$ cat src/rtl/mem_req_unit_pkg.sv
// rtl/mem_req_unit_pkg.sv - size encodings and FSM states shared by the memory request unit
package mem_req_unit_pkg;

   typedef enum logic [1:0] {
      SZ_B = 2'd0,
      SZ_H = 2'd1,
      SZ_W = 2'd2,
      SZ_D = 2'd3
   } size_e;

   typedef enum logic {
      S_IDLE = 1'b0,
      S_REQ  = 1'b1
   } state_e;

endpackage

$ cat src/rtl/mem_strb_gen.sv
// rtl/mem_strb_gen.sv - misalignment flag, byte strobes and lane-replicated write data
module mem_strb_gen
   import mem_req_unit_pkg::*;
#(
   parameter int DATA_W = 32
) (
   input  logic [1:0]          size,
   input  logic [2:0]          addr_lo,
   input  logic [DATA_W-1:0]   st_data,
   output logic                ale,
   output logic [DATA_W/8-1:0] wstrb,
   output logic [DATA_W-1:0]   wdata
);

   localparam int NB = DATA_W / 8;
   localparam int LB = $clog2(NB);

   logic [NB-1:0] mask;
   int            bmask;

   always_comb begin
      ale  = 1'b0;
      mask = '0;
      case (size_e'(size))
         SZ_B: begin ale = 1'b0;        mask = NB'(1);  end
         SZ_H: begin ale = addr_lo[0];  mask = NB'(3);  end
         SZ_W: begin ale = |addr_lo[1:0]; mask = NB'(15); end
         // a 32-bit bus has no way to carry a dword in one beat
         SZ_D: begin ale = (|addr_lo) || (DATA_W == 32); mask = '1; end
         default: ;
      endcase
      wstrb = mask << addr_lo[LB-1:0];

      bmask = (1 << size) - 1;
      wdata = '0;
      for (int i = 0; i < NB; i++) begin
         wdata[8*i +: 8] = st_data[8*(i & bmask) +: 8];
      end
   end

endmodule

$ cat src/rtl/mem_req_unit.sv
// rtl/mem_req_unit.sv - EX-stage memory request issue with outstanding tracking and flush cancel
module mem_req_unit
   import mem_req_unit_pkg::*;
#(
   parameter int DATA_W  = 32,
   parameter int ADDR_W  = 32,
   parameter int MAX_OUT = 2,
   localparam int CNT_W  = $clog2(MAX_OUT + 1)
) (
   input  logic                clk,
   input  logic                reset,
   input  logic                in_valid,
   output logic                in_ready,
   input  logic                op_load,
   input  logic                op_store,
   input  logic [1:0]          op_size,
   input  logic [ADDR_W-1:0]   addr,
   input  logic [DATA_W-1:0]   st_data,
   input  logic                flush,
   output logic                ale,
   output logic                req,
   output logic                req_wr,
   output logic [1:0]          req_size,
   output logic [ADDR_W-1:0]   req_addr,
   output logic [DATA_W/8-1:0] req_wstrb,
   output logic [DATA_W-1:0]   req_wdata,
   input  logic                addr_ok,
   input  logic                data_ok,
   output logic                resp_valid,
   output logic                resp_cancel,
   output logic [CNT_W-1:0]    outstanding
);

   localparam int NB = DATA_W / 8;

   state_e              state_q, state_d;
   logic                req_wr_q, req_wr_d;
   logic [1:0]          req_size_q, req_size_d;
   logic [ADDR_W-1:0]   req_addr_q, req_addr_d;
   logic [NB-1:0]       req_wstrb_q, req_wstrb_d;
   logic [DATA_W-1:0]   req_wdata_q, req_wdata_d;
   logic [CNT_W-1:0]    out_q, out_d;
   logic [CNT_W-1:0]    cancel_q, cancel_d;

   logic                ale_c;
   logic [NB-1:0]       wstrb_c;
   logic [DATA_W-1:0]   wdata_c;
   logic                accept, inc, live;

   mem_strb_gen #(.DATA_W(DATA_W)) u_strb (
      .size    (op_size),
      .addr_lo (addr[2:0]),
      .st_data (st_data),
      .ale     (ale_c),
      .wstrb   (wstrb_c),
      .wdata   (wdata_c)
   );

   always_comb begin
      state_d     = state_q;
      req_wr_d    = req_wr_q;
      req_size_d  = req_size_q;
      req_addr_d  = req_addr_q;
      req_wstrb_d = req_wstrb_q;
      req_wdata_d = req_wdata_q;
      cancel_d    = cancel_q;
      resp_valid  = 1'b0;
      resp_cancel = 1'b0;

      in_ready = (state_q == S_IDLE) && (out_q < CNT_W'(MAX_OUT)) && !flush;
      accept   = in_valid && (op_load || op_store) && in_ready;
      inc      = (state_q == S_REQ) && addr_ok;
      live     = data_ok && (out_q != '0);

      if (!reset && live) begin
         if (cancel_q != '0) resp_cancel = 1'b1;
         else                resp_valid  = 1'b1;
      end

      case (state_q)
         S_IDLE: begin
            if (accept && !ale_c) begin
               state_d     = S_REQ;
               req_wr_d    = op_store;
               req_size_d  = op_size;
               req_addr_d  = addr;
               req_wstrb_d = op_store ? wstrb_c : '0;
               req_wdata_d = wdata_c;
            end
         end
         S_REQ: begin
            if (addr_ok) state_d = S_IDLE;
         end
         default: state_d = S_IDLE;
      endcase

      out_d = out_q + CNT_W'(inc) - CNT_W'(live);

      if (live && cancel_q != '0) cancel_d = cancel_q - CNT_W'(1);
      // every response still owed after this cycle belongs to a flushed op
      if (flush) cancel_d = out_q - CNT_W'(live) + CNT_W'(state_q == S_REQ);
   end

   always_ff @(posedge clk) begin
      if (reset) begin
         state_q     <= S_IDLE;
         req_wr_q    <= 1'b0;
         req_size_q  <= '0;
         req_addr_q  <= '0;
         req_wstrb_q <= '0;
         req_wdata_q <= '0;
         out_q       <= '0;
         cancel_q    <= '0;
      end else begin
         state_q     <= state_d;
         req_wr_q    <= req_wr_d;
         req_size_q  <= req_size_d;
         req_addr_q  <= req_addr_d;
         req_wstrb_q <= req_wstrb_d;
         req_wdata_q <= req_wdata_d;
         out_q       <= out_d;
         cancel_q    <= cancel_d;
      end
   end

   assign ale         = ale_c;
   assign req         = (state_q == S_REQ);
   assign req_wr      = req_wr_q;
   assign req_size    = req_size_q;
   assign req_addr    = req_addr_q;
   assign req_wstrb   = req_wstrb_q;
   assign req_wdata   = req_wdata_q;
   assign outstanding = out_q;

endmodule
$ cat config.mk
export PLATFORM = sky130hd
export DESIGN_NAME = mem_req_unit
export DESIGN_NICKNAME = d
export VERILOG_FILES = /design/src/rtl/mem_req_unit_pkg.sv /design/src/rtl/mem_strb_gen.sv /design/src/rtl/mem_req_unit.sv
export SDC_FILE = /design/constraint.sdc
export NUM_CORES = 1
export LEC_CHECK = 0
export BUFFER_PORTS_ARGS = -buffer_cell sky130_fd_sc_hd__buf_2
export CAP_MARGIN = 10
export CORE_MARGIN = 1.5
export CORE_UTILIZATION = 41
export DETAILED_ROUTE_END_ITERATION = 8
export PLACE_DENSITY = 0.72
export SETUP_SLACK_MARGIN = 0.05
export SYNTH_ARGS = -nofsm -noshare
export SYNTH_HDL_FRONTEND = slang
export SYNTH_HIERARCHICAL = 1
export SYNTH_SLANG_ARGS = --single-unit
$ cat constraint.sdc
create_clock -name clk -period 4.5 [get_ports clk]
set_input_delay 0.675 -clock clk [delete_from_list [all_inputs] [get_ports clk]]
set_output_delay 0.675 -clock clk [all_outputs]
set_load 0.05 [all_outputs]
==> qor.csv, run 1 <==
stage;metric;value;unit
die;coreArea;7770;um^2
routing;num_vias;3156;
die;die_h;92.8;um
power_and_ir_drop;power_per_cell_area;392;nW/um^2
clock_tree;clockRootBuffer;clkbuf_8;
hold_path;hp-class;reg -> reg;
die;io_pins;152;
setup_path;r2r_start;outstanding[1];
setup_path;crit_top_cell;a21oi_1;
cells_and_area;fillers;787;
routing;first_pass_iters;5;
yosys;synth_top_area_share;46.1;%
routing;via_per_inst;4.89;
setup_path;cpPeakStageDelay;0.74;ns
clock_tree;cts_tree;built;
global_routing;track_usage;20.7;%
sta;rsz0062_at_grt;false;
routing;drtIter0Drc;88;
setup_path;endpoint;req_wdata[22];
setup_path;arrival;2.83;ns
sta;whs;0.453;ns
clock_tree;clk_pin_slew;0.09;ns
power_and_ir_drop;ir_worst_vdd;215;uV
setup_path;worstSetupEndpointType;register;
global_routing;grt_first_pass_wirelength;14.0;mm
yosys;synth_largest_area_cell;dfxtp_1;
place;io_buffers;151;
place;dp_hpwl;6.30;mm
setup_path;crit_path_start;op_size[1];
sta;tightest_slew;1.09;ns
yosys;yosys_register_bits;76;
sta;finalSetupViolations;0;
setup_path;crit_chain;buf_2, a21oi_1, nor2_1, inv_1, o2111a_2, buf_4, nand2_1, a21oi_1;
die;rows;32;
sta;fin_worst_skew;0.0113;ns
cells_and_area;antenna-diode-count;0;
setup_path;reg2reg_slack;2.33;ns
clock_tree;hold_buffers;0;
place;dp_cells;630;
sta;max_slew_margin;27.3;%
yosys;async_reset_ff_share;0;%
global_routing;grt_pass1_vias;3029;
yosys;ys_warn_count;6;
cells_and_area;design.final.nets;616;
sta;tns;0;ns
sta;clock.fmax;0.391;GHz
status;status;completed;
routing;avgRoutedWirePerCell;13.5;um
yosys;avgSynthCellArea;8.04;um^2
sta;hold_viol;0;
routing;ant_nets;0;
die;chipWidth;92.8;um
setup_path;r2r_end;req_wdata[22];
global_routing;grt_max_degree;55;
clock_tree;htree_levels;3;
cells_and_area;drive_above_1_share;34.9;%
setup_path;reg2reg_depth;5;
yosys;yosys-top-cells-area;dfxtp_1, nand2_1, a21oi_1, mux2_2, mux2i_1;
clock_tree;clockBufferDepth;2;
clock_tree;cts.sinks;76;
die;initial_core_util;42.5;%
yosys;synth.yosys.seq_area_share;46.1;%
routing;drc_errors;0;
die;die_area;8600;um^2
yosys;ys.flop_type;dfxtp_1;
power_and_ir_drop;p_leak;1.87;nW
cells_and_area;design_area;4180;um^2
yosys;synth_edf_count;0;
clock_tree;clkLatencyLatePin;0.35;ns
clock_tree;cts_setup_buffers;0;
cells_and_area;area_delta_synth_final;26.6;%
cells_and_area;layout.cells.non_filler;646;
place;globalplace.congestion;0.843;
job;cap_violations;0;
setup_path;worstSetupPathType;in -> reg;
setup_path;crit_slowest_cell;o2111a_2;
yosys;syn_nets;488;
yosys;synth_cells;411;
setup_path;cp_max_fo;44;
clock_tree;numCtsBuffers;9;
clock_tree;cts_resized;0;
sta;period_share;56.9;%
setup_path;worstPathRequired;4.77;ns
routing;drt_wl_total;8.70;mm
yosys;synth_area;3300;um^2
global_routing;grt_overflow;0;
place;place_area;3980;um^2
global_routing;antenna_found_initial;0;
sta;drv_slew;0;
yosys;ys_types;29;
setup_path;start_kind;primary input;
sta;fin_crit;2.56;ns
[metal layers]
metal	part of all wire (%)	GRT usage (%)	wire (um)
met5	0	0	0
met4	1.7	8.96	146
met3	8.5	6.16	736
met2	48	35.8	4190
met1	42	23.4	3630
[cell type report]
| class | count | area [um^2] | share of cell area (%) |
|---|---|---|---|
| sequential | 76 | 1520 | 36.4 |
| clock inverter | 7 | 81.3 | 1.94 |
| clock buffer | 9 | 124 | 2.96 |
| timing repair buffer | 154 | 778 | 18.6 |
| inverter | 5 | 18.8 | 0.449 |
| tap | 102 | 128 | 3.05 |
| multi-input combinational | 293 | 1530 | 36.6 |
[Yosys cell counts (2+ instances only)]
| cell | n |
|---|---|
| inv_1 | 5 |
| ha_1 | 3 |
| dfxtp_1 | 76 |
| nor3_1 | 3 |
| nor2_1 | 6 |
| nand3_1 | 4 |
| buf_6 | 5 |
| nand2_1 | 148 |
| mux2_2 | 16 |
| a21oi_1 | 75 |
| o21ai_1 | 7 |
| o21ai_0 | 4 |
| nand2b_1 | 2 |
| clkbuf_1 | 9 |
| buf_2 | 9 |
| xor2_1 | 2 |
| mux2i_1 | 11 |
| xnor2_1 | 3 |
| nor2b_1 | 2 |
| buf_4 | 12 |
[report_power, final]
group	internal, W	switching (W)
combinational	0.000114	0.000260
sequential	0.000707	0.0000247
clock	0.000264	0.000271
total	0.00108	0.000555
[metrics by stage]
step,power [W],utilization (%),setup slack (ns)
2_1_floorplan,0.00103,-,1.57
3_3_place_gp,0.00111,51.2,1.68
3_5_place_dp,0.00112,51.2,1.58
4_1_cts,0.00166,53.8,1.94
5_1_grt,0.00172,53.8,1.68
6_report,0.00164,53.8,1.94
[cells in the final DEF, fill, tap and decap left out, types with 4 or more instances in the layout]
master,count
buf_2,151
nand2_1,148
dfxtp_1,76
a21oi_1,75
mux2_2,16
mux2i_1,11
clkbuf_8,9
o21ai_1,7
nor2_1,6
inv_1,5
o21ai_0,4
nand3_1,4
[sequential cells by signal, indices dropped and copies added (netlist names)]
register / count
cancel_q: 2
req: 1
req_size: 2
req_addr: 32
req_wr: 1
req_wdata: 32
outstanding: 2
req_wstrb: 4
[worst max-delay path, delay by kind of cell]
family,cells,cell delay [ns]
AND/OR/NAND/NOR,2,0.20
AO/OA/AOI/OAI,3,1.15
buffers and inverters,3,0.79
[worst min path at each step]
| stage | cells after the start | slack [ns] | startpoint | to |
|---|---|---|---|---|
| 5_1_grt | 2 | 0.47 | req_addr[29] | req_addr[29] |
| 2_1_floorplan | 3 | 0.58 | cancel_q[0] | cancel_q[0] |
| 3_5_place_dp | 2 | 0.44 | req_addr[2] | req_addr[2] |
| 4_1_cts | 2 | 0.45 | req_addr[28] | req_addr[28] |
| 3_3_place_gp | 2 | 0.44 | req_wstrb[0] | req_wstrb[0] |
| 6_report | 2 | 0.45 | req_addr[2] | req_addr[2] |
[logic make-up after synthesis]
logic type / Yosys count / synth area share [%]
buffers and inverters: 42 / 7.99
muxes: 27 / 8.79
AOI/OAI and AO/OA: 90 / 14.3
DFF: 76 / 46.1
xor gates and xnor gates: 5 / 1.33
and+or+nand+nor: 168 / 20.4
adders and majority gates: 3 / 1.14
Note: power is estimated with default switching activity, not from simulation.
==> run 2, diff against run 1 <==
==> constraint.sdc (replaced) <==
create_clock -name clk -period 2.5 [get_ports clk]
set_input_delay 0.375 -clock clk [delete_from_list [all_inputs] [get_ports clk]]
set_output_delay 0.375 -clock clk [all_outputs]
set_load 0.05 [all_outputs]
==> qor.csv, run 2 (synthesis gave the netlist of run 1 again) <==
stage;metric;value;unit;change
power_and_ir_drop;ir_worst_vdd;471;uV;was 215 uV
routing;ant_nets;0;;unchanged
power_and_ir_drop;switching_power;0.000975;W;was 0.000555 W
status;status;completed;;unchanged
setup_path;crit_chain;o21ai_0, nor3b_2, buf_2;;was buf_2, a21oi_1, nor2_1, inv_1, o2111a_2, buf_4, nand2_1, a21oi_1
die;coreArea;7770;um^2;unchanged
hold_path;hold-path-endpoint;req_addr[5];;was req_addr[2]
routing;avgRoutedWirePerCell;13.4;um;was 13.5 um
routing;wl_met2;4.03;mm;was 4.19 mm
clock_tree;hold_buffers;0;;unchanged
setup_path;r2r_start;outstanding[1];;unchanged
setup_path;r2r_end;outstanding[1];;was req_wdata[22]
sta;hold_viol;0;;unchanged
setup_path;critPathTopFamily;compound AO/OA/AOI/OAI gates;;unchanged
place;io_buffers;151;;unchanged
global_routing;antenna_found_initial;0;;unchanged
cells_and_area;post-route-util;54.1;%;was 53.8%
routing;via_per_inst;4.83;;was 4.89
clock_tree;clockBufferDepth;2;;unchanged
cells_and_area;mostFrequentLayoutCells;buf_2, nand2_1, dfxtp_1;;unchanged
power_and_ir_drop;p_sw_share;33.5;%;was 33.9%
hold_path;hold_path_startpoint;addr[5];;was req_addr[2]
cells_and_area;drive_above_1_share;35.6;%;was 34.9%
routing;drc_errors;0;;unchanged
sta;drv_slew;0;;unchanged
routing;met1Wirelength;3.85;mm;was 3.63 mm
sta;fin_crit;2.05;ns;
job;cap_violations;0;;unchanged
sta;tightest_slew;0.783;ns;was 1.09 ns
clock_tree;htree_levels;3;;unchanged
clock_tree;cts_resized;0;;unchanged
setup_path;arrival;1.67;ns;was 2.83 ns
setup_path;reg2reg_slack;0.58;ns;was 2.33 ns
cells_and_area;design.final.nets;619;;was 616
sta;fin_worst_skew;0.00889;ns;was 0.0113 ns
die;io_pins;152;;unchanged
clock_tree;clk_pin_slew;0.08;ns;was 0.09 ns
place;place_area;4010;um^2;was 3980 um^2
sta;finalSetupViolations;0;;unchanged
die;chipWidth;92.8;um;unchanged
power_and_ir_drop;total_power;0.00291;W;was 0.00164 W
setup_path;crit_slowest_cell;o21ai_0;;was o2111a_2
power_and_ir_drop;pwr-share-seq;45.2;%;was 44.6%
sta;max_slew_margin;47.8;%;was 27.3%
cells_and_area;area_delta_synth_final;27.2;%;was 26.6%
global_routing;grt_first_pass_wirelength;13.4;mm;was 14.0 mm
sta;tns;0;ns;unchanged
global_routing;grt_max_degree;78;;was 55
die;die_area;8600;um^2;unchanged
routing;num_vias;3133;;was 3156
setup_path;cp_max_fo;6;;was 44
power_and_ir_drop;p_leak;1.89;nW;was 1.87 nW
cells_and_area;design_area;4200;um^2;was 4180 um^2
clock_tree;numCtsBuffers;9;;unchanged
power_and_ir_drop;power_per_cell_area;694;nW/um^2;was 392 nW/um^2
sta;rsz0062_at_grt;false;;unchanged
die;die_h;92.8;um;unchanged
power_and_ir_drop;internal_power;0.00194;W;was 0.00108 W
cells_and_area;antenna-diode-count;0;;unchanged
power_and_ir_drop;clkPwrFrac;31.4;%;was 32.6%
setup_path;start_kind;register;;was primary input
routing;top_layer_used;met4;;unchanged
setup_path;worstSetupEndpointType;output pin;;was register
cells_and_area;mostFrequentLayoutCell;buf_2;;unchanged
sta;clock.fmax;0.488;GHz;
place;dp_hpwl;6.18;mm;was 6.30 mm
routing;first_pass_iters;4;;was 5
power_and_ir_drop;pwr-share-comb;23.4;%;was 22.8%
place;globalplace.congestion;0.847;;was 0.843
sta;period_share;81.9;%;
routing;drtIter0Drc;91;;was 88
routing;wl_met3;708;um;was 736 um
hold_path;whs_path_depth;3;;was 2
setup_path;worstPathRequired;2.12;ns;was 4.77 ns
setup_path;reg2reg_depth;6;;was 5
global_routing;grt_pass1_vias;2911;;was 3029
clock_tree;clockRootBuffer;clkbuf_8;;unchanged
setup_path;crit_path_start;outstanding[1];;was op_size[1]
die;rows;32;;unchanged
die;initial_core_util;42.5;%;unchanged
clock_tree;cts_setup_buffers;0;;unchanged
routing;drt_wl_total;8.69;mm;was 8.70 mm
setup_path;cpPeakStageDelay;0.63;ns;was 0.74 ns
setup_path;worstSetupPathType;reg -> out;;was in -> reg
clock_tree;cts_tree;built;;unchanged
global_routing;grt_overflow;0;;unchanged
clock_tree;cts.sinks;76;;unchanged
global_routing;track_usage;19.6;%;was 20.7%
clock_tree;clkLatencyLatePin;0.34;ns;was 0.35 ns
hold_path;hp-class;in -> reg;;was reg -> reg
setup_path;crit_buf_inv;1;;was 3
-- run 2: final cells by class --
type                            instances  area (um^2)
Clock inverter                          7         67.6
Inverter                                5         18.8
Multi-Input combinational cell        293         1540
Fill cell                             769         3570
Tap cell                              102          128
Timing Repair Buffer                  157          801
Clock buffer                            9          124
Sequential cell                        76         1520
-- run 2: stage by stage --
| stage | hold WS, ns | std cells | setup slack (ns) |
|---|---|---|---|
| detailed placement | 0.444 | 633 | 0.441 |
| global route | 0.255 | 649 | 0.289 |
| finish | 0.262 | 649 | 0.451 |
| global placement | 0.438 | 633 | 0.550 |
| CTS | 0.251 | 649 | 0.423 |
| floorplan | 0.499 | 411 | 0.130 |
-- run 2: power by group through the flow --
stage               clock, W  combinational (W)  sequential (W)
floorplan                  0           0.000314         0.00154
global placement           0           0.000670         0.00134
detailed placement         0           0.000683         0.00135
CTS                 0.000938           0.000686         0.00132
global route        0.000995           0.000732         0.00133
finish              0.000915           0.000681         0.00132
-- run 2: worst max path at each step --
stage                         end  slack, ns  cells after the start
floorplan            req_addr[12]       0.13                     10
global placement    req_wdata[22]       0.55                      8
detailed placement   req_addr[21]       0.44                      8
CTS                    resp_valid       0.42                      3
global route           resp_valid       0.29                      3
finish                 resp_valid       0.45                      3
-- run 2: per-layer routing --
| metal | global-route usage [%] | vias to the layer above |
|---|---|---|
| li1 | - | 1596 |
| met1 | 24.0 | 1416 |
| met2 | 32.5 | 112 |
| met3 | 5.99 | 9 |
| met4 | 6.94 | 0 |
| met5 | 0 | - |
-- run 2: worst min-delay path: cells and delay by family --
family,cells,cell delay [ns]
buf+inv,1,0.10
simple gates,1,0.04
compound gates,1,0.05
